--- src/rtl/muldiv_pkg.sv ---
// Shared types, constants and sign decode for the multiply/divide sequencing controller.
package muldiv_pkg;

  typedef enum logic [1:0] {
    OpMul  = 2'b00,
    OpMulh = 2'b01,
    OpDiv  = 2'b10,
    OpRem  = 2'b11
  } operator_t;

  // Bit 1: operand a signed, bit 0: operand b signed.
  typedef enum logic [1:0] {
    ModeUU = 2'b00,
    ModeSU = 2'b10,
    ModeSS = 2'b11
  } sign_mode_t;

  typedef logic [1:0] state_t;
  localparam state_t StIdle = 2'd0;
  localparam state_t StRun  = 2'd1;
  localparam state_t StDone = 2'd2;

  // Dividend and divisor of the only signed-overflowing divide, at 32 bits.
  localparam logic [31:0] OVERFLOW_END = 32'h8000_0000;
  localparam logic [31:0] OVERFLOW_SOR = 32'hFFFF_FFFF;

  // Maps op[3:0] to the unit's signed mode; divides only know fully signed or unsigned.
  function automatic sign_mode_t decode_sign(input logic [3:0] op);
    sign_mode_t mode;
    mode = ModeUU;
    if (op[3]) begin
      if (op[1:0] == 2'd1) mode = ModeSS;
    end else begin
      case (op[1:0])
        2'd1:    mode = ModeSS;
        2'd2:    mode = ModeSU;
        default: mode = ModeUU;
      endcase
    end
    return mode;
  endfunction

endpackage

--- src/rtl/muldiv_special_case.sv ---
// Detects divides the unit must not run (divide by zero, signed overflow) and their results.
module muldiv_special_case
  import muldiv_pkg::*;
#(
  parameter int unsigned XLEN = 32
) (
  input  logic [3:0]      op_i,
  input  logic [XLEN-1:0] a_i,
  input  logic [XLEN-1:0] b_i,
  output logic            is_special_o,
  output logic [XLEN-1:0] special_res_o
);

  // Widen the 32-bit reference constants to XLEN (XLEN >= 32).
  localparam logic [XLEN-1:0] OvfEnd = XLEN'(OVERFLOW_END) << (XLEN - 32);
  localparam logic [XLEN-1:0] OvfSor = XLEN'($signed(OVERFLOW_SOR));

  logic is_div, is_rem, div_zero, overflow;

  assign is_div   = op_i[3];
  assign is_rem   = op_i[2];
  assign div_zero = is_div & (b_i == '0);
  assign overflow = is_div & (decode_sign(op_i) == ModeSS) & (a_i == OvfEnd) & (b_i == OvfSor);

  // Divide by zero takes priority; the two cases are disjoint anyway since OvfSor != 0.
  always_comb begin
    is_special_o  = div_zero | overflow;
    special_res_o = '0;
    if (div_zero) begin
      special_res_o = is_rem ? a_i : '1;
    end else if (overflow) begin
      special_res_o = is_rem ? '0 : OvfEnd;
    end
  end

endmodule

--- src/rtl/muldiv_ctrl.sv ---
// Sequences one multiply/divide request at a time through the multi-cycle unit.
module muldiv_ctrl
  import muldiv_pkg::*;
#(
  parameter int unsigned XLEN    = 32,
  parameter int unsigned MUL_LAT = 2,
  parameter int unsigned DIV_LAT = 33
) (
  input  logic            clk,
  input  logic            rst,
  input  logic            req_valid_i,
  output logic            req_ready_o,
  input  logic [3:0]      op_i,
  input  logic [XLEN-1:0] a_i,
  input  logic [XLEN-1:0] b_i,
  input  logic            flush_i,
  output logic            rsp_valid_o,
  input  logic            rsp_ready_i,
  output logic [XLEN-1:0] res_o,
  output logic            busy_o,
  output logic [1:0]      unit_operator_o,
  output logic [1:0]      unit_signed_mode_o,
  output logic [XLEN-1:0] unit_a_o,
  output logic [XLEN-1:0] unit_b_o,
  output logic            unit_start_o,
  input  logic [XLEN-1:0] unit_result_i
);

  localparam int unsigned CntW = $clog2(DIV_LAT + 1);

  state_t          state_q, state_d;
  logic [CntW-1:0] cnt_q, cnt_d;
  logic [XLEN-1:0] res_q, res_d;
  logic [XLEN-1:0] a_q, a_d, b_q, b_d;
  operator_t       oper_q, oper_d;
  sign_mode_t      mode_q, mode_d;
  logic            start_q, start_d;

  logic            accept, is_noop, is_special;
  logic [XLEN-1:0] special_res;
  logic [CntW-1:0] lat_sel;

  muldiv_special_case #(
    .XLEN(XLEN)
  ) u_special (
    .op_i         (op_i),
    .a_i          (a_i),
    .b_i          (b_i),
    .is_special_o (is_special),
    .special_res_o(special_res)
  );

  assign accept  = req_valid_i & req_ready_o;
  assign is_noop = (op_i == 4'b0000);
  assign lat_sel = op_i[3] ? CntW'(DIV_LAT) : CntW'(MUL_LAT);

  // Next-state: accept in IDLE, count down in RUN, hold the response in DONE; flush wins.
  always_comb begin
    state_d = state_q;
    cnt_d   = cnt_q;
    res_d   = res_q;
    a_d     = a_q;
    b_d     = b_q;
    oper_d  = oper_q;
    mode_d  = mode_q;
    start_d = 1'b0;
    case (state_q)
      StIdle: begin
        if (accept) begin
          a_d    = a_i;
          b_d    = b_i;
          oper_d = operator_t'(op_i[3:2]);
          mode_d = decode_sign(op_i);
          if (is_noop) begin
            res_d   = '0;
            state_d = StDone;
          end else if (is_special) begin
            res_d   = special_res;
            state_d = StDone;
          end else begin
            cnt_d   = lat_sel;
            start_d = 1'b1;
            state_d = StRun;
          end
        end
      end
      StRun: begin
        cnt_d = cnt_q - CntW'(1);
        if (cnt_q == CntW'(1)) begin
          res_d   = unit_result_i;
          state_d = StDone;
        end
      end
      StDone: begin
        if (rsp_ready_i) state_d = StIdle;
      end
      default: state_d = StIdle;
    endcase
    // A result landing in the flush cycle is dropped along with the operation.
    if (flush_i) begin
      state_d = StIdle;
      res_d   = res_q;
      start_d = 1'b0;
    end
  end

  // State registers with synchronous reset.
  always_ff @(posedge clk) begin
    if (rst) begin
      state_q <= StIdle;
      cnt_q   <= '0;
      res_q   <= '0;
      a_q     <= '0;
      b_q     <= '0;
      oper_q  <= OpMul;
      mode_q  <= ModeUU;
      start_q <= 1'b0;
    end else begin
      state_q <= state_d;
      cnt_q   <= cnt_d;
      res_q   <= res_d;
      a_q     <= a_d;
      b_q     <= b_d;
      oper_q  <= oper_d;
      mode_q  <= mode_d;
      start_q <= start_d;
    end
  end

  assign req_ready_o        = (state_q == StIdle) & ~flush_i;
  assign rsp_valid_o        = (state_q == StDone);
  assign busy_o             = (state_q != StIdle);
  assign res_o              = res_q;
  assign unit_operator_o    = oper_q;
  assign unit_signed_mode_o = mode_q;
  assign unit_a_o           = a_q;
  assign unit_b_o           = b_q;
  assign unit_start_o       = start_q;

endmodule

--- config.mk ---
export PLATFORM = sky130hd
export DESIGN_NAME = muldiv_ctrl
export DESIGN_NICKNAME = d
export VERILOG_FILES = /design/src/rtl/muldiv_pkg.sv /design/src/rtl/muldiv_special_case.sv /design/src/rtl/muldiv_ctrl.sv
export SDC_FILE = /design/constraint.sdc
export NUM_CORES = 1
export LEC_CHECK = 0
export CAP_MARGIN = 20
export CELL_PAD_IN_SITES_DETAIL_PLACEMENT = 2
export CELL_PAD_IN_SITES_GLOBAL_PLACEMENT = 2
export CORE_UTILIZATION = 26
export DETAILED_ROUTE_END_ITERATION = 8
export PLACE_DENSITY_LB_ADDON = 0.1
export RECOVER_POWER = 50
export SLEW_MARGIN = 15
export SYNTH_ARGS = -nofsm -noshare
export SYNTH_HDL_FRONTEND = slang
export SYNTH_SLANG_ARGS = --single-unit
--- constraint.sdc ---
create_clock -name clk -period 3.7 [get_ports clk]
set_input_delay 0.74 -clock clk [delete_from_list [all_inputs] [get_ports clk]]
set_output_delay 0.74 -clock clk [all_outputs]
set_load 0.01 [all_outputs]
* After elaboration in Yosys (flattened, before gate mapping)
Index checks and enable logic that the tools add are counted.
Storage, ports and cells: word-level logic and storage cells 68, input bits 105, output and inout bits 104, register bits after elaboration 109
Cells by class: reductions and logical operators 11, bitwise gates (word level) 10, equal/unequal tests 14, add/sub/neg operators 1, multiplexer cells 24
Operator list (count):
- 2-to-1 mux 32 bit | 8
- equality test 32 bit, second input constant | 2
- one-hot mux 32 bit (2 select lines) | 1
- zero test 32 bit | 1
- 2-to-1 mux 6 bit | 4
- 2-to-1 mux 2 bit | 7
- one-hot mux 6 bit (2 select lines) | 1
- inequality test 2 bit, second input constant | 4
- bitwise AND 1 bit | 6
- equality test 2 bit, second input constant | 3
- equality test 6 x 1 -> 1 bit, second input constant | 1
- one-hot mux 2 bit (3 select lines) | 1
- subtractor 6 x 1 -> 6 bit, second input constant | 1
- AND reduction 5 bit | 1
- OR reduction 5 bit | 1
- equality test 2 x 1 -> 1 bit, second input constant | 2
- zero test 4 bit | 1
- one-hot mux 2 bit (2 select lines) | 1
- AND reduction 4 bit | 1
- nonzero test 2 bit | 2
- inequality test 3 bit, second input constant | 1
- NOT 1 bit | 3
- AND reduction 3 bit | 1
- zero test 2 bit | 1
- other kinds (5) | 5

* Logic depth before layout (Yosys ltp)
depth in word-level cells 13, mapped depth 9

* Cells and area by module
A second synthesis with hierarchy kept.
Unflattened totals: cell total of the unflattened synthesis 631, area total of the unflattened synthesis 5067.4 µm²
Modules (own cells, without submodules):
- muldiv_ctrl | area each 4364.2 µm², seq. area each 2182.1 µm², cells each 521, times used 1
- muldiv_special_case | area each 703.2 µm², seq. area each 0.0 µm², cells each 110, times used 1

* Worst setup path before layout
Ideal clock, no wire load.
path kind in2reg, from input op_i[1], to register res_q[0] (netlist: res_o[0]), cell stages on the path 9, arrival 2639 ps, path slack 940 ps, path buffers 1, library setup time 121 ps, cells stage by stage inv_1 ha_1 or4b_1 nor4_1 nand2_1 nor3_4 o31ai_4 buf_6 mux2_4
On the way: word-level cells in the longest chain between the ends 13, elaborated cells between the ends (all ways) 19, classes of those cells 4 x eq/ne; 9 x mux; 4 x bitwise; 2 x reduce/logical
RTL lines:
- start, declared | line muldiv_ctrl.sv:13 | input logic [3:0] op_i,
- equality test 2 bit / equality test 2 x 1 -> 1 bit (equally long branches) | line muldiv_pkg.sv:34, muldiv_pkg.sv:32
- one-hot mux 2 bit (2 select lines) / 2-to-1 mux 2 bit (equally long branches) | line muldiv_pkg.sv:34, muldiv_pkg.sv:32
- 2-to-1 mux 2 bit
- equality test 2 bit | line muldiv_special_case.sv:23 | assign overflow = is_div & (decode_sign(op_i) == ModeSS) & (a_i == OvfEnd) & (b_i == OvfSor);
- bitwise AND 1 bit (3 in series) | line muldiv_special_case.sv:23
- 2-to-1 mux 32 bit | line muldiv_special_case.sv:31 | end else if (overflow) begin
- 2-to-1 mux 32 bit | line muldiv_special_case.sv:29 | if (div_zero) begin
- 2-to-1 mux 32 bit | line muldiv_ctrl.sv:77 | end else if (is_special) begin
- 2-to-1 mux 32 bit | line muldiv_ctrl.sv:74 | if (is_noop) begin
- 2-to-1 mux 32 bit | line muldiv_ctrl.sv:69 | if (accept) begin
- one-hot mux 32 bit (2 select lines) | line muldiv_ctrl.sv:67 | case (state_q)
- end signal, assigned | line muldiv_ctrl.sv:121 | res_q <= res_d;
- end, declared | line muldiv_ctrl.sv:33 | logic [XLEN-1:0] res_q, res_d;
Parallel ways exist; a longest one is shown, timed or not. The select of a mux whose other input is x is not followed. A chain may end at the register's enable or synchronous reset.

* Worst setup path in the final report
from input op_i[0], to register res_q[29] (netlist: res_o[29])
Same word-level chain as after synthesis.

==> results.md <==
- The detailed-route vias per instance is between 4 and 5.
- The fraction of power consumed by combinational cells is ~17%.
- 0 antenna diodes ended up in the layout.
- The slew at the pin closest to its max-slew limit is roughly 1.6 ns.
- The most used flip-flop cell after synthesis is dfxtp_1.
- The async set-reset flop share out of synthesis is 0%.
- Post-CTS repair changed the size of 0 cells.
- The internal cell power is between 1500 and 2000 uW.
- The tool flagged a number of max-cap violations equal to 1.
- The total die area is about 20,000 sq um.
- The synthesized instance count is approximately 620.
- From bottom edge to top edge, the die measures approximately 140 um.
- The startpoint type of the worst setup path is an input pin.
- The clock network is responsible for 37.7% of the overall power.
- After synthesis, flip-flops and latches occupy 41.94% of the total area.
- The clock tree synthesis step divided the H-tree into 3 levels.
- The via count of the first global-routing pass came to around 5,800.
- Before antenna repair, the detailed router went through 4 iterations.
- Clock-pin slew was measured on the worst setup and hold paths at about 0.08 ns.
- Once the clock tree was built, the setup fixing pass inserted 0 buffers.
- The final-report setup violation count is 0.
- The total power density per cell area is 345.0 nW/um^2.
- The most common cell after layout, fill and taps aside is nand2_1.
- In this run the cell area measured after placement is ~7500 sq um.
- Buffers placed on the I/O ports in this run total between 200 and 250.
- The worst pin sits at a relative slew slack of -5.461%.
- The final layout contains about 900 nets.
- The pin count of the biggest net entering global routing is roughly 100.
- After routing the design area is 7823 sq um.
- The average instance in the mapped netlist occupies ~8.4 sq um.
- Setup repair after global routing left no endpoint under its margin.
- Dividing the final minimum period by the clock period gives a little over four fifths.
- Clock tree synthesis inserted a total of 9 buffers.
- STA classifies the critical path endpoint as a register.
- Summed over all nets, the switching power comes to 718.1 uW.
- The core occupancy in the finished layout is between 40% and 50%.
- Measured in cells, the most critical reg-to-reg path has a length of 5.
- The final-layout fill cell count is between 2,000 and 2,500.
- The instance count along the most critical hold path is 2.
- In the layout the commonest cells are 143 x nand2_1, 109 x dfxtp_1, 105 x clkdlybuf4s50_1, 102 x dlygate4sd3_1, 68 x a21oi_1.
- Yosys attributes the largest share of cell area to dfxtp_1 42%, nand2_1 10%, mux2_4 8.4%.
- The wire length per cell after detailed routing is around 20 um.
- For this configuration, the core starts out at a cell density of a little over a quarter.
- The clock tree from TritonCTS is done.
- In this run the worst hold path is classified as register to register.
- Based on the critical path, the design can be clocked at up to 318.4 MHz.
- Adding up every negative setup slack in the final design gives 0 ns.
- For this block, the via count after detailed routing is approximately 5,200.
- The DRC violations left is 0.
- IR analysis of the VDD net gives a maximum drop of 0.2110 mV.
- The weighted congestion reported at the end of routability-driven placement is between 0.7 and 0.8.
- The worst register-to-register path begins at state_q[0]$_SDFFE_PP0P_.
- The library cell with the largest summed area after synthesis is dfxtp_1.
- The setup check on the worst reg-to-reg path leaves a slack of between 1 and 1.5 ns.
- The number of synthesized flops with an enable pin is 0.
- The sequential power share is approximately 46%.
- The width of the die is ~140 um.
- Counting I/O delays and the setup requirement, the final critical path takes about 3.1 ns.
- The flow ran to the end, but the final reports show violations.
- The share of final-layout standard cells stronger than drive strength 1 is between 8 and 9%.
- The number of pins with negative max-slew slack in the final report is 68.
- The initial antenna violation count is 0.
- The analysis attributes to cell leakage a power of around 0.0032 uW.
- The endpoint identified for the worst register-to-register timing path is unit_a_o[4]$_SDFFE_PP0P_.
- The first global-routing pass estimated approximately 33 mm of wire.
- The worst setup path is of the input pin to register kind.
- The global-route usage over all layers is roughly a fifth.
- The count of antenna-violating nets left after detailed routing is 0.
- For hold timing, the worst endpoint is unit_b_o[12]$_SDFFE_PP0P_.
- The mapped netlist covers 5202 sq um.
- The final reports fail on capacitance limit, slew limit.
- The number of primary I/O pins is between 200 and 250.
- In this run the most critical hold path is launched from unit_b_o[12]$_SDFFE_PP0P_.
- Net switching is 26.61% of the power.
- The sum of net half-perimeters after detailed placement is about 16 mm.
- The biggest fanout along the worst timing path is 20.
- The non-filler instance count after layout is between 1,000 and 1,500.
- The cell count after placement is around 1,100.
- The sum of overflow across all layers after global routing is 0.
- The share of the synthesized area in the top cell type is roughly two fifths.
- The maximum root-to-sink buffer count is 2.
- The tree built by TritonCTS fans out to around 110 sinks.
- The distinct cell type count after synthesis is 47.
- The post-synthesis net count is ~730.
- STA puts the critical path data required time at slightly below 4 ns.
- The later-pin clock latency in the skew report is between 0.3 and 0.4 ns.
- Buffers inserted to repair hold after CTS numbered 0.
- Summed over all layers, the routed wires come to about 22 mm.
- During synthesis, Yosys emitted a total of 0 warnings.
- The area added between synthesis and finish is 50.36%.
- The count of endpoints failing hold in the final timing report is 0.
- The number of rows in the core area is 51.
- The design draws 2699 uW.
- The placeable core region is 19,530 sq um.
- Synthesis inferred 109 register bits.
- The clock tree root buffer cell is clkbuf_16.
- The initial DRC count is 161.
- For the worst setup path, the data arrival time is 3.39 ns.
- On the final layout, the worst clock skew is around 0.0084 ns.
-- worst max-delay path: stages --
cell and delay, ns:
clkdlybuf4s50_1 0.51, ha_1 0.23, or4b_1 0.45, nor4_1 0.38
nand2_1 0.17, nor3_4 0.20, o31ai_4 0.08, buf_4 0.27
mux2_1 0.35
-- logic make-up after synthesis --
logic type	count (synthesis)	share of synthesized area [%]
fa+ha+maj	5	1.203
compound gates	115	14.17
mux	33	9.187
xor+xnor	3	0.5051
simple gates	306	28.81
flops	109	41.94
buf+inv	51	4.185
-- state kept, by name, indices dropped and copies added, names as in the netlist --
| signal | flops |
|---|---|
| unit_operator_o | 2 |
| state_q | 2 |
| unit_b_o | 32 |
| res_o | 32 |
| unit_start_o | 1 |
| cnt_q | 6 |
| unit_a_o | 32 |
| unit_signed_mode_o | 2 |
-- power groups by stage --
stage               clock, uW  combinational, uW  sequential, uW
floorplan                   0                163            1280
global placement            0                448            1260
detailed placement          0                461            1270
CTS                      1040                465            1240
global route             1100                480            1240
finish                   1020                444            1240
-- synthesized netlist by cell type, drive strengths merged (5+ instances only) --
library cell  instances
a21oi                68
a2bb2oi              31
buf                  13
clkbuf               33
dfxtp               109
ha                    5
inv                   5
mux2                 31
nand2               143
nand4                 8
nor2                 38
nor2b                65
nor3                 10
nor4                 17
or3                   5
-- worst max-delay path by stage --
| stage | startpoint | slack (ns) | end |
|---|---|---|---|
| after global routing | op_i[1] | 0.41 | res_o[29]$_SDFFE_PP0P_ |
| after CTS | op_i[0] | 0.56 | res_o[29]$_SDFFE_PP0P_ |
| final | op_i[0] | 0.56 | res_o[29]$_SDFFE_PP0P_ |
| after detailed placement | op_i[0] | 0.18 | res_o[29]$_SDFFE_PP0P_ |
| after floorplan | op_i[1] | 0.94 | res_o[0]$_SDFFE_PP0P_ |
| after global placement | op_i[0] | 0.32 | res_o[29]$_SDFFE_PP0P_ |
-- per-stage QoR --
step | setup WS [ns] | hold WS [ns]
floorplan | 0.9397 | 0.4805
detailed placement | 0.1841 | 0.4509
global placement | 0.3220 | 0.4417
finish | 0.5597 | 0.4561
global route | 0.4069 | 0.4791
CTS | 0.5593 | 0.4631
-- routing by layer --
| metal | share of wire, % | track usage, % | vias to the layer above | wire, um |
|---|---|---|---|---|
| met2 | 51 | 38.53 | 129 | 10920 |
| met1 | 43 | 24.95 | 2562 | 9368 |
| li1 | - | - | 2483 | - |
| met4 | 0.56 | 3.863 | 0 | 121 |
| met5 | 0 | 0 | - | 0 |
| met3 | 5.4 | 5.498 | 8 | 1156 |
-- final cells by class --
type | instances | area (sq um) | share of cell area [%]
Timing Repair Buffer | 220 | 2180 | 27.86
Multi-Input combinational cell | 462 | 2816 | 36.00
Clock buffer | 13 | 250.2 | 3.199
Tap cell | 265 | 331.6 | 4.239
Sequential cell | 109 | 2182 | 27.90
Clock inverter | 3 | 43.79 | 0.5598
Inverter | 5 | 18.77 | 0.2399
No activity file was read; power rests on OpenSTA's default activity.
==> RTL change (same flow settings) <==
`XLEN` is set to 32 in 2 places; all go to 64. Comments in the files are not updated.
--- a/src/rtl/muldiv_special_case.sv
+++ b/src/rtl/muldiv_special_case.sv
@@ -2,7 +2,7 @@
 module muldiv_special_case
   import muldiv_pkg::*;
 #(
-  parameter int unsigned XLEN = 32
+  parameter int unsigned XLEN = 64
 ) (
   input  logic [3:0]      op_i,
   input  logic [XLEN-1:0] a_i,
--- a/src/rtl/muldiv_ctrl.sv
+++ b/src/rtl/muldiv_ctrl.sv
@@ -2,7 +2,7 @@
 module muldiv_ctrl
   import muldiv_pkg::*;
 #(
-  parameter int unsigned XLEN    = 32,
+  parameter int unsigned XLEN    = 64,
   parameter int unsigned MUL_LAT = 2,
   parameter int unsigned DIV_LAT = 33
 ) (
Ports: changed (6 resized); port bits go from 209 to 401. The function was not compared with the original's and may differ.
==> RTL change against the original RTL <==
The flow still finishes with violations (max-capacitance violations, max-slew violations). Sequential cell count is 96 higher. Global-route usage grew 2.1 points. Cell area up 96%. Power grew 120%. Worst setup slack lost 98 ps. Area after synthesis is 86% higher. Sequential share of layout area fell by 1.1 points. Synthesized cell count increased by 81%. Count of clock-buffer cells in the layout up 30. Routed wire length up 110%. Largest power group is now the clock network. Highest routed layer is now met5.
==> RTL change: results (changes against the original RTL) <==
The data arrival at the endpoint of the critical path was 3710 ps (+320 ps). The tools report the number of H-tree branching levels as 1 (-2). The final reports fail on max-capacitance violations, max-slew violations. The run finished, with violations left. The run gives -11.2% (-5.8 points) as the remaining max-slew budget at the tightest pin. Ranked by total cell area, the synthesized netlist is headed by dfxtp_1 42%, nand2_1 11%, a221oi_2 8.7%.

The half-perimeter wire length after placement is 32.7 mm (+110%). Proportion of synthesized chip area in sequential cells: 42.4% (+0.46 points). Routed signal wires occupy layers up through met5. The quantity of I/O buffers inserted on ports was 400 (+92%). The tools report the global-route wire length before repair as 68.1 mm (+110%). The net switching power was 0.00156 W (+120%). The detailed router's first-iteration violation count was 312 (+94%). The maximum number of buffers from clock root to sink came out at 3 (+1). The longest individual stage delay on the worst path is 1240 ps (+730 ps), and the overall global routing resource usage is 23.3% (+2.1 points). The clock insertion delay at the later pin of the skew report was 550 ps (+190 ps); the number of buffers added by the clock tree synthesis step was 28 (+19). The number of maximum-capacitance violations was 1 (unchanged). The logs give 31 (-54%) for the number of slew-limit violations in the final report and 5.99 nW (+85%) for the leakage dissipation. Counting instances in the post-synthesis netlist gives the leading cell types as 278 x nand2_1, 205 x dfxtp_1, 137 x a21oi_1. The via density per instance works out to 5.06 (+5.2%).

The count of antenna diodes in the layout came out at 3 (+3). The initial antenna violation count was 7 (+7); the met1 track utilization from global routing was 27.3% (+2.3 points). The layout buffering overhead excluding clock cells was 29.9% (+2.0 points); the wire length on met3 was 2.55 mm (+120%). The number of multi-input combinational cells was 828 (+79%); the pin count of the biggest net entering global routing was 75 (-27%).

The per-cell routed wire length works out to 22.4 µm (+12%). The area taken by flip-flops and latches was 4110 µm² (+88%). The run gives 1734 (+89%) as the number of nets at the end of the flow. The worst-case vdd ir drop is 0.000391 V (+85%). Largest fanout on the critical path: 37 (+85%).

The endpoint identified for the worst register-to-register timing path is unit_a_o[25]. The non-clock buffer count in the final layout came out at 458 (+110%).
-- RTL change: cell families after synthesis --
group                    after synthesis  share of synthesized area [%]
multiplexers                           2                          0.220
buffers and inverters                 93                           4.93
AO/OA/AOI/OAI                        217                           17.8
AND/OR/NAND/NOR                      604                           34.0
adder cells (fa/ha/maj)                5                          0.646
flip-flops                           205                           42.4
-- RTL change: power by group through the flow --
stage,Combinational (W),Clock (W),Sequential (W)
after floorplan,0.000288,0,0.00242
after global placement,0.000914,0,0.00239
after detailed placement,0.000927,0,0.00239
after CTS,0.000934,0.00274,0.00235
after global routing,0.000958,0.00282,0.00235
final,0.000891,0.00266,0.00234
-- RTL change: metrics by stage --
stage / power (W) / hold WS (ps) / std cells / area, µm² / setup slack [ps]
2_1_floorplan: 0.00271 / 463 / 1126 / 9680 / 1090
3_3_place_gp: 0.00330 / 441 / 1966 / 14400 / 111
3_5_place_dp: 0.00332 / 452 / 1966 / 14400 / 34.1
4_1_cts: 0.00602 / 460 / 2015 / 15300 / 472
5_1_grt: 0.00613 / 473 / 2018 / 15300 / 223
6_report: 0.00590 / 453 / 2018 / 15300 / 461
-- RTL change: worst max-delay path by stage --
| stage | end | slack [ps] |
|---|---|---|
| finish | unit_a_o[25] | 460 |
| global route | unit_a_o[28] | 220 |
| CTS | req_ready_o | 470 |
| detailed placement | res_o[22] | 30 |
| global placement | res_o[53] | 110 |
| floorplan | res_o[10] | 1090 |
-- RTL change: worst max-delay path, delay by kind of cell (launching register included) --
kind,cells,cell delay [ps]
buf+inv,1,1240
simple gates,4,1160
flops,1,530
compound gates,1,200
